File: src/rtl/alu_seq_pkg.sv
// Shared types for the ALU demo sequencer: FSM state encoding, bus widths
// and the operand/opcode vector with its sweep-advance helper.
package alu_seq_pkg;

   localparam int OP_W    = 3;
   localparam int DATA_W  = 4;
   localparam int VEC_W   = 2 * DATA_W + OP_W;
   localparam int TIMER_W = 27;

   typedef enum logic [1:0] {
      IDLE  = 2'd0,
      REQ   = 2'd1,
      DWELL = 2'd2
   } state_t;

   typedef struct packed {
      logic [DATA_W-1:0] a;
      logic [DATA_W-1:0] b;
      logic [OP_W-1:0]   op_code;
   } vec_t;

   // A:B:opCode behaves as one counter, so the sweep is a plain increment.
   function automatic vec_t next_vec(input vec_t v);
      logic [VEC_W-1:0] flat;
      flat = v;
      flat = flat + VEC_W'(1);
      return vec_t'(flat);
   endfunction

endpackage

File: src/rtl/cycle_timer.sv
// Free-running up-counter with synchronous clear and a match flag against
// a runtime limit; shared by the dwell and ack-timeout functions.
module cycle_timer
   import alu_seq_pkg::*;
#(
   parameter int W = TIMER_W
) (
   input  logic         clk,
   input  logic         rst,
   input  logic         clear,
   input  logic [W-1:0] limit,
   output logic         match
);

   logic [W-1:0] count_q;
   logic [W-1:0] count_d;

   always_comb begin
      count_d = count_q + W'(1);
      if (clear) begin
         count_d = '0;
      end
   end

   always_ff @(posedge clk) begin
      if (rst) begin
         count_q <= '0;
      end else begin
         count_q <= count_d;
      end
   end

   assign match = (count_q == limit);

endmodule

File: src/rtl/alu_demo_sequencer.sv
// Owns the ALU operand/opcode bus: forwards manual selections or sweeps all
// vectors in AUTO mode, holding each one until the LCD acknowledges a redraw.
module alu_demo_sequencer
   import alu_seq_pkg::*;
#(
   parameter int unsigned DWELL_CYCLES   = 50_000_000,
   parameter int unsigned TIMEOUT_CYCLES = 1_000_000
) (
   input  logic              clk,
   input  logic              rst,
   input  logic              auto_en,
   input  logic              step,
   input  logic [DATA_W-1:0] man_a,
   input  logic [DATA_W-1:0] man_b,
   input  logic [OP_W-1:0]   man_op,
   output logic [DATA_W-1:0] A,
   output logic [DATA_W-1:0] B,
   output logic [OP_W-1:0]   opCode,
   output logic              lcd_req,
   input  logic              lcd_ack,
   output logic              busy,
   output logic              timeout_err
);

   localparam logic [TIMER_W-1:0] DWELL_LIMIT   = TIMER_W'(DWELL_CYCLES - 1);
   localparam logic [TIMER_W-1:0] TIMEOUT_LIMIT = TIMER_W'(TIMEOUT_CYCLES - 1);

   state_t state_q, state_d;
   vec_t   vec_q, vec_d;
   logic   err_q, err_d;
   vec_t   man_vec;

   logic               timer_clear;
   logic               timer_match;
   logic [TIMER_W-1:0] timer_limit;

   assign man_vec = {man_a, man_b, man_op};

   always_ff @(posedge clk) begin
      if (rst) begin
         state_q <= IDLE;
         vec_q   <= '0;
         err_q   <= 1'b0;
      end else begin
         state_q <= state_d;
         vec_q   <= vec_d;
         err_q   <= err_d;
      end
   end

   always_comb begin
      state_d = state_q;
      vec_d   = vec_q;
      err_d   = err_q;
      unique case (state_q)
         IDLE: begin
            if (auto_en) begin
               state_d = REQ;
            end else if (man_vec != vec_q) begin
               vec_d   = man_vec;
               state_d = REQ;
            end
         end
         REQ: begin
            // Ack takes priority over a coincident expiry, so no error then.
            if (lcd_ack || timer_match) begin
               state_d = auto_en ? DWELL : IDLE;
               if (!lcd_ack) begin
                  err_d = 1'b1;
               end
            end
         end
         DWELL: begin
            if (!auto_en) begin
               state_d = IDLE;
            end else if (timer_match || step) begin
               vec_d   = next_vec(vec_q);
               state_d = REQ;
            end
         end
         default: begin
            state_d = IDLE;
         end
      endcase
   end

   always_comb begin
      lcd_req = (state_q == REQ);
      busy    = (state_q != IDLE);
   end

   // Only one of dwell/timeout is ever live, so one timer serves both.
   assign timer_clear = (state_d != state_q) || (state_q == IDLE);
   assign timer_limit = (state_q == DWELL) ? DWELL_LIMIT : TIMEOUT_LIMIT;

   cycle_timer #(
      .W(TIMER_W)
   ) u_timer (
      .clk  (clk),
      .rst  (rst),
      .clear(timer_clear),
      .limit(timer_limit),
      .match(timer_match)
   );

   assign A           = vec_q.a;
   assign B           = vec_q.b;
   assign opCode      = vec_q.op_code;
   assign timeout_err = err_q;

endmodule
File: config.mk
export PLATFORM = sky130hd
export DESIGN_NAME = alu_demo_sequencer
export DESIGN_NICKNAME = d
export VERILOG_FILES = /design/src/rtl/alu_seq_pkg.sv /design/src/rtl/cycle_timer.sv /design/src/rtl/alu_demo_sequencer.sv
export SDC_FILE = /design/constraint.sdc
export NUM_CORES = 1
export LEC_CHECK = 0
export ABC_AREA = 1
export ABC_CLOCK_PERIOD_IN_PS = 4900
export BUFFER_PORTS_ARGS = -buffer_cell sky130_fd_sc_hd__buf_4
export CAP_MARGIN = 15
export CORE_MARGIN = 2
export CORE_UTILIZATION = 45
export CTS_CLUSTER_SIZE = 14
export DETAILED_ROUTE_END_ITERATION = 10
export HOLD_SLACK_MARGIN = 0.08
export PLACE_DENSITY_LB_ADDON = 0.08
export REMOVE_ABC_BUFFERS = 1
export SYNTH_ARGS = -nofsm -noshare
export SYNTH_HDL_FRONTEND = slang
export SYNTH_SLANG_ARGS = --single-unit
File: constraint.sdc
create_clock -name clk -period 4.9 [get_ports clk]
set_clock_uncertainty 0.15 [all_clocks]
set_input_delay 0.98 -clock clk [delete_from_list [all_inputs] [get_ports clk]]
set_output_delay 0.98 -clock clk [all_outputs]
set_load 0.005 [all_outputs]
# ---- Word-level counts from Yosys, hierarchy flattened
# Cells that the tools add are included.
dict set report word_totals {
  reg_bits 41
  wordCells 40
}
dict set report classes {
  mux 13
  reduce_logical 9
  n_addsub 2
  eq_ne 9
  bitwise 1
}
# operator count
set op_table {}
lappend op_table {{$mux W11} 4}
lappend op_table {{$add A27 B1 Y27 const B} 1}
lappend op_table {{$eq A27 B26 Y1} 1}
lappend op_table {{$mux W26} 1}
lappend op_table {{$pmux W11 S2} 1}
lappend op_table {{$mux W2} 6}
lappend op_table {{$add A11 B1 Y11 const B} 1}
lappend op_table {{$ne A11 B11 Y1} 1}
lappend op_table {{$ne A2 B2 Y1 const B} 4}
lappend op_table {{$pmux W2 S3} 1}
lappend op_table {{$reduce_and A5 Y1} 1}
lappend op_table {{$reduce_bool A2 Y1} 2}
lappend op_table {{$logic_or A1 B1 Y1} 3}
lappend op_table {{$reduce_and A3 Y1} 1}
lappend op_table {{$eq A2 B1 Y1 const B} 1}
lappend op_table {{$eq A2 B2 Y1 const B} 1}
lappend op_table {{$logic_not A2 Y1} 1}
lappend op_table {{$ne A2 B2 Y1} 1}
lappend op_table {{$reduce_or A2 Y1} 1}
lappend op_table {{$not A1 Y1} 1}

# ---- Logic depth before layout (Yosys ltp)
dict set report depth {
  ltp_word 10
  mapped_depth 15
  depth_no_buf 14
}

# ---- Cells and area by module
# From an unflattened synthesis, not the netlist that was laid out.
dict set report hier_totals {
  hier_cells 503
  area_unflattened_um2 2926.6
}
# mod n_inst area_per_inst_um2 cells_per_inst
set modules_own_cells {}
lappend modules_own_cells {cycle_timer 1 1823.0 319}
lappend modules_own_cells {alu_demo_sequencer 1 1103.6 184}

# ---- Worst setup path before layout
# OpenSTA, ideal clock, no wires.
dict set report synth_path {
  path_type {input -> register}
  from {in man_b[2]}
  to {reg u_timer.count_q[15]}
  path_slack_ns 2.674
  path_stages 13
  n_path_buf 1
  t_arrival_ns 1.955
  cell_sequence {inv_1 -> nand2_1 -> nand2_1 -> nand2_1 -> nor2_1 -> nand4_1 -> nand2_1 -> nand3_2 -> nand2_2 -> nand2_2 -> nand2_4 -> buf_12 -> nor2_4}
}
dict set report synth_between {
  elab_chain_cells 7
}
# item line_no
set synth_rtl {}
lappend synth_rtl {{start, declared} alu_demo_sequencer.sv:14} ;# input logic [DATA_W-1:0] man_b,
lappend synth_rtl {{$ne A11 B11 Y1} alu_demo_sequencer.sv:59} ;# end else if (man_vec != vec_q) begin
lappend synth_rtl {{$mux W2} alu_demo_sequencer.sv:59}
lappend synth_rtl {{$mux W2} alu_demo_sequencer.sv:57} ;# if (auto_en) begin
lappend synth_rtl {{$pmux W2 S3} alu_demo_sequencer.sv:55} ;# unique case (state_q)
lappend synth_rtl {{$ne A2 B2 Y1} alu_demo_sequencer.sv:93} ;# assign timer_clear = (state_d != state_q) || (state_q == IDLE);
lappend synth_rtl {{$logic_or A1 B1 Y1} alu_demo_sequencer.sv:93}
lappend synth_rtl {{$reduce_or A2 Y1 (no source line)} -}
lappend synth_rtl {{end signal, assigned} cycle_timer.sv:29} ;# count_q <= count_d;
lappend synth_rtl {{end, declared} cycle_timer.sv:15} ;# logic [W-1:0] count_q;
# No other way between the ends.
# A chain may end at the register's enable or synchronous reset.

# ---- Final worst setup path
dict set report layout_path {
  from {reg state_q[1]}
  to {reg u_timer.count_q[0]}
}
dict set report layout_between {
  elab_chain_cells 10
  elab_cells_between_ends 16
  cone_classes {eq/ne: 4; mux: 7; reduce/logical: 5}
}
# item line_no
set layout_rtl {}
lappend layout_rtl {{start, declared} alu_demo_sequencer.sv:28} ;# state_t state_q, state_d;
lappend layout_rtl {{start signal, assigned} alu_demo_sequencer.sv:45} ;# state_q <= state_d;
lappend layout_rtl {{$eq A2 B2 Y1} {alu_demo_sequencer.sv:55, alu_demo_sequencer.sv:94}}
lappend layout_rtl {{$mux W26} alu_demo_sequencer.sv:94} ;# assign timer_limit = (state_q == DWELL) ? DWELL_LIMIT : TIMEOUT_LIMIT;
lappend layout_rtl {{$eq A27 B26 Y1} cycle_timer.sv:33} ;# assign match = (count_q == limit);
lappend layout_rtl {{$logic_or A1 B1 Y1} alu_demo_sequencer.sv:76} ;# end else if (timer_match || step) begin
lappend layout_rtl {{$mux W2} alu_demo_sequencer.sv:76}
lappend layout_rtl {{$mux W2} alu_demo_sequencer.sv:74} ;# if (!auto_en) begin
lappend layout_rtl {{$pmux W2 S3} alu_demo_sequencer.sv:55}
lappend layout_rtl {{$ne A2 B2 Y1} alu_demo_sequencer.sv:93}
lappend layout_rtl {{$logic_or A1 B1 Y1 (*)} alu_demo_sequencer.sv:93}
lappend layout_rtl {{$reduce_or A2 Y1 (no source line) (*)} -}
# Mark *: on every way between the ends. The rest lies on a longest branch, timed or not.

==> flow_metrics.env <==
export IMPL_run_status="completed"
export IMPL_worstHoldPathType="reg -> reg"
export IMPL_leakage_uw=0.00122
export IMPL_antenna_violations_before_repair=0
export IMPL_yosys_cell_types_count=29
export IMPL_nets=451
export IMPL_numPortBuffers=29
export IMPL_cts_resized=0
export IMPL_post_route_period_util_pct=50.9
export IMPL_design_area_um2=3060
export IMPL_max_fclk_ghz=0.401
export IMPL_finalSetupViolations=0
export IMPL_floorplan_rows=28
export IMPL_synthesis_instances=406
export IMPL_setup_tns_ns=0
export IMPL_design_die_area_um2=6740
export IMPL_cellPowerDensity_nw_per_um2=223
export IMPL_postCtsHoldBufs=0
export IMPL_worstHoldPathCells=2
export IMPL_fp_dieW_um=82.1
export IMPL_drc=0
export IMPL_n_antenna_cell=0
export IMPL_synth_warning_count=0
export IMPL_critPathRequiredTime_ns=4.91
export IMPL_post_layout_total_power_uw=682
export IMPL_core_area_um2=5920
export IMPL_grt_max_degree=28
export IMPL_gr_util_all_layers_pct=18.3
export IMPL_starting_utilization_of_the_core_area_pct=46.4
export IMPL_vias_in_the_first_global_route=2214
export IMPL_num_vias=2414
export IMPL_path_common_cell="sky130_fd_sc_hd__nand2_2"
export IMPL_wire_length_of_the_first_global_routing_pass_um=9690
export IMPL_grt_overflow_total=0
export IMPL_syn_mean_instance_area_um2=6.76
export IMPL_worst_path_max_fanout=27
export IMPL_slew_violations=0
export IMPL_relSlewSlack_pct=55.3
export IMPL_setup_repair_after_global_routing_missed_its_margin="no"
export IMPL_cts_tree="yes"
export IMPL_routabilityCongestion=0.813
export IMPL_cts_inserted_buffers=5
export IMPL_clock_tree_root_cell="sky130_fd_sc_hd__clkbuf_8"
export IMPL_critPathKind="reg -> reg"
export IMPL_cap_viol_max_count=0
export IMPL_critPathArrivalTime_ns=2.50
export IMPL_synth_edf_count=0
export IMPL_critical_path_max_stage_delay_ns=0.50
export IMPL_critical_path_cell_chain="nand2_2, inv_2, nor2_1, nand2_1, nand2_1, nand2_2, nand2_4, nand2_2, nand3_2, nand2_2, nand2_2, nand2_4, nor2_1"
export IMPL_synth_ff_latch_count=41
export IMPL_ratio_of_cells_with_drive_above_1_in_the_final_layout_pct=18.2
export IMPL_most_used_flip_flop_cell_after_synthesis="sky130_fd_sc_hd__dfxtp_1"
export IMPL_route_antenna_remaining_nets=0
export IMPL_hold_violations=0
export IMPL_post_dp_cell_area_um2=2980
export IMPL_detailed_routing_iteration_count_for_the_pre_antenna_repair_pass=4
export IMPL_peakVddDrop_v=0.000153
export IMPL_r2r_worst_path_cells=13
export IMPL_first_iter_violations=76
export IMPL_die_height_um=82.1
export IMPL_critPathCaptureType="flip-flop"
export IMPL_htree_num_levels=2
export IMPL_routed_wire_per_std_cell_um=11.1
export IMPL_clockBufferDepth=2
export IMPL_cp_num_cells=13
export IMPL_yosysSeqAreaShare_pct=29.9
export IMPL_i_o_pin_count=30
export IMPL_clk_latency_ns=0.29
export IMPL_critical_path_top_delay_family="simple AND/OR/NAND/NOR gates"
export IMPL_synthArstFlopShare_pct=0
export IMPL_cp_buffers_inverters=1
export IMPL_layout_setup_ws_ns=2.41
export IMPL_postCtsSetupRepairBufs=0
export IMPL_pre_cts_slack_ns=2.06
export IMPL_final_period_minus_worst_setup_slack_ns=2.49
export IMPL_setup_worst_path_start_class="flip-flop"
export IMPL_wirelength_um=5660
export IMPL_vias_per_cell=4.74
export IMPL_synth_area_um2=2750
export IMPL_clk_transition_reported_paths_ns=0.08
export IMPL_cp_max_delay_cell="sky130_fd_sc_hd__nand2_4"
export IMPL_max_slew_worst_pin_slew_ns=0.669
export IMPL_place_hpwl_um=4230
export IMPL_area_growth_syn_to_layout_pct=11.5
export IMPL_count_of_clock_tree_sinks=41
-- power by group --
part           total (uW)  internal (uW)  leakage [uW]  switching, uW
clock                 216           98.8     0.0000450            117
sequential            360            343      0.000333           16.7
combinational         106           44.7      0.000840           61.4
-- layout by cell type (no fill, tap or decap), types with 9 or more instances in the layout --
| cell | netlist | routed |
|---|---|---|
| sky130_fd_sc_hd__nand2_1 | 94 | 94 |
| sky130_fd_sc_hd__nor2_1 | 67 | 67 |
| sky130_fd_sc_hd__inv_1 | 54 | 54 |
| sky130_fd_sc_hd__dfxtp_1 | 41 | 41 |
| sky130_fd_sc_hd__buf_4 | 0 | 29 |
| sky130_fd_sc_hd__nand3_1 | 26 | 26 |
| sky130_fd_sc_hd__o21ai_0 | 21 | 21 |
| sky130_fd_sc_hd__nor2_4 | 21 | 21 |
| sky130_fd_sc_hd__xor2_1 | 15 | 15 |
| sky130_fd_sc_hd__xnor2_1 | 12 | 12 |
| sky130_fd_sc_hd__nand2_2 | 10 | 10 |
| sky130_fd_sc_hd__nand4_1 | 9 | 9 |
-- routing by layer --
layer  GRT usage (%)  wire length (um)
met5               0                 0
met4            4.17                51
met1            23.6              2720
met3            3.37               243
met2            31.5              2640
-- worst reg2reg max path: cells and delay by family (launching register included) --
family	cells	cell delay, ns
simple gates	12	1.48
flops	1	0.44
buf+inv	1	0.30
-- registers in the layout, summed over array words and instances, names as in the netlist --
signal / count
A: 4
timeout_err: 1
state_q: 2
u_timer.count_q: 27
B: 4
opCode: 3
-- metrics by stage --
| step | std cells | hold WS [ns] | util (%) |
|---|---|---|---|
| 2_1_floorplan | 397 | 0.268 | - |
| 3_3_place_gp | 501 | 0.278 | 50.3 |
| 3_5_place_dp | 501 | 0.292 | 50.3 |
| 4_1_cts | 509 | 0.305 | 51.7 |
| 5_1_grt | 509 | 0.316 | 51.7 |
| 6_report | 509 | 0.299 | 51.7 |
-- logic make-up after synthesis --
logic type	count (synthesis)	synth area share (%)
simple gates	246	45.0
buf+inv	65	10.5
flops	41	29.9
xor+xnor	27	8.61
compound gates	25	5.15
fa+ha+maj	2	0.911
-- synthesized netlist by cell type (3+ instances only) --
master / n / area [um^2]
sky130_fd_sc_hd__nand3_1: 26 / 130
sky130_fd_sc_hd__nor2_1: 67 / 251
sky130_fd_sc_hd__clkbuf_1: 3 / 11.3
sky130_fd_sc_hd__xor2_1: 15 / 131
sky130_fd_sc_hd__nand4_1: 9 / 56.3
sky130_fd_sc_hd__xnor2_1: 12 / 105
sky130_fd_sc_hd__a21oi_1: 3 / 15.0
sky130_fd_sc_hd__inv_1: 54 / 203
sky130_fd_sc_hd__nor3_1: 6 / 30.0
sky130_fd_sc_hd__o21ai_0: 21 / 105
sky130_fd_sc_hd__nand2_1: 94 / 353
sky130_fd_sc_hd__nand2_2: 10 / 62.6
sky130_fd_sc_hd__nor2_4: 21 / 236
sky130_fd_sc_hd__dfxtp_1: 41 / 821
-- layout make-up --
cell class	count	area, um^2
Sequential cell	41	821
Fill cell	634	2860
Inverter	56	210
Clock inverter	2	10.0
Timing Repair Buffer	29	218
Tap cell	75	93.8
Clock buffer	6	72.6
Multi-Input combinational cell	300	1640
-- path summary, 6_finish.rpt --
path | endpoint | start | slack (ns)
max | u_timer.count_q[0] | state_q[1] | 2.41
min | timeout_err | timeout_err | 0.30
max reg2reg | u_timer.count_q[0] | state_q[1] | 2.41
min reg2reg | timeout_err | timeout_err | 0.30
(Power assumes the default switching activity.)
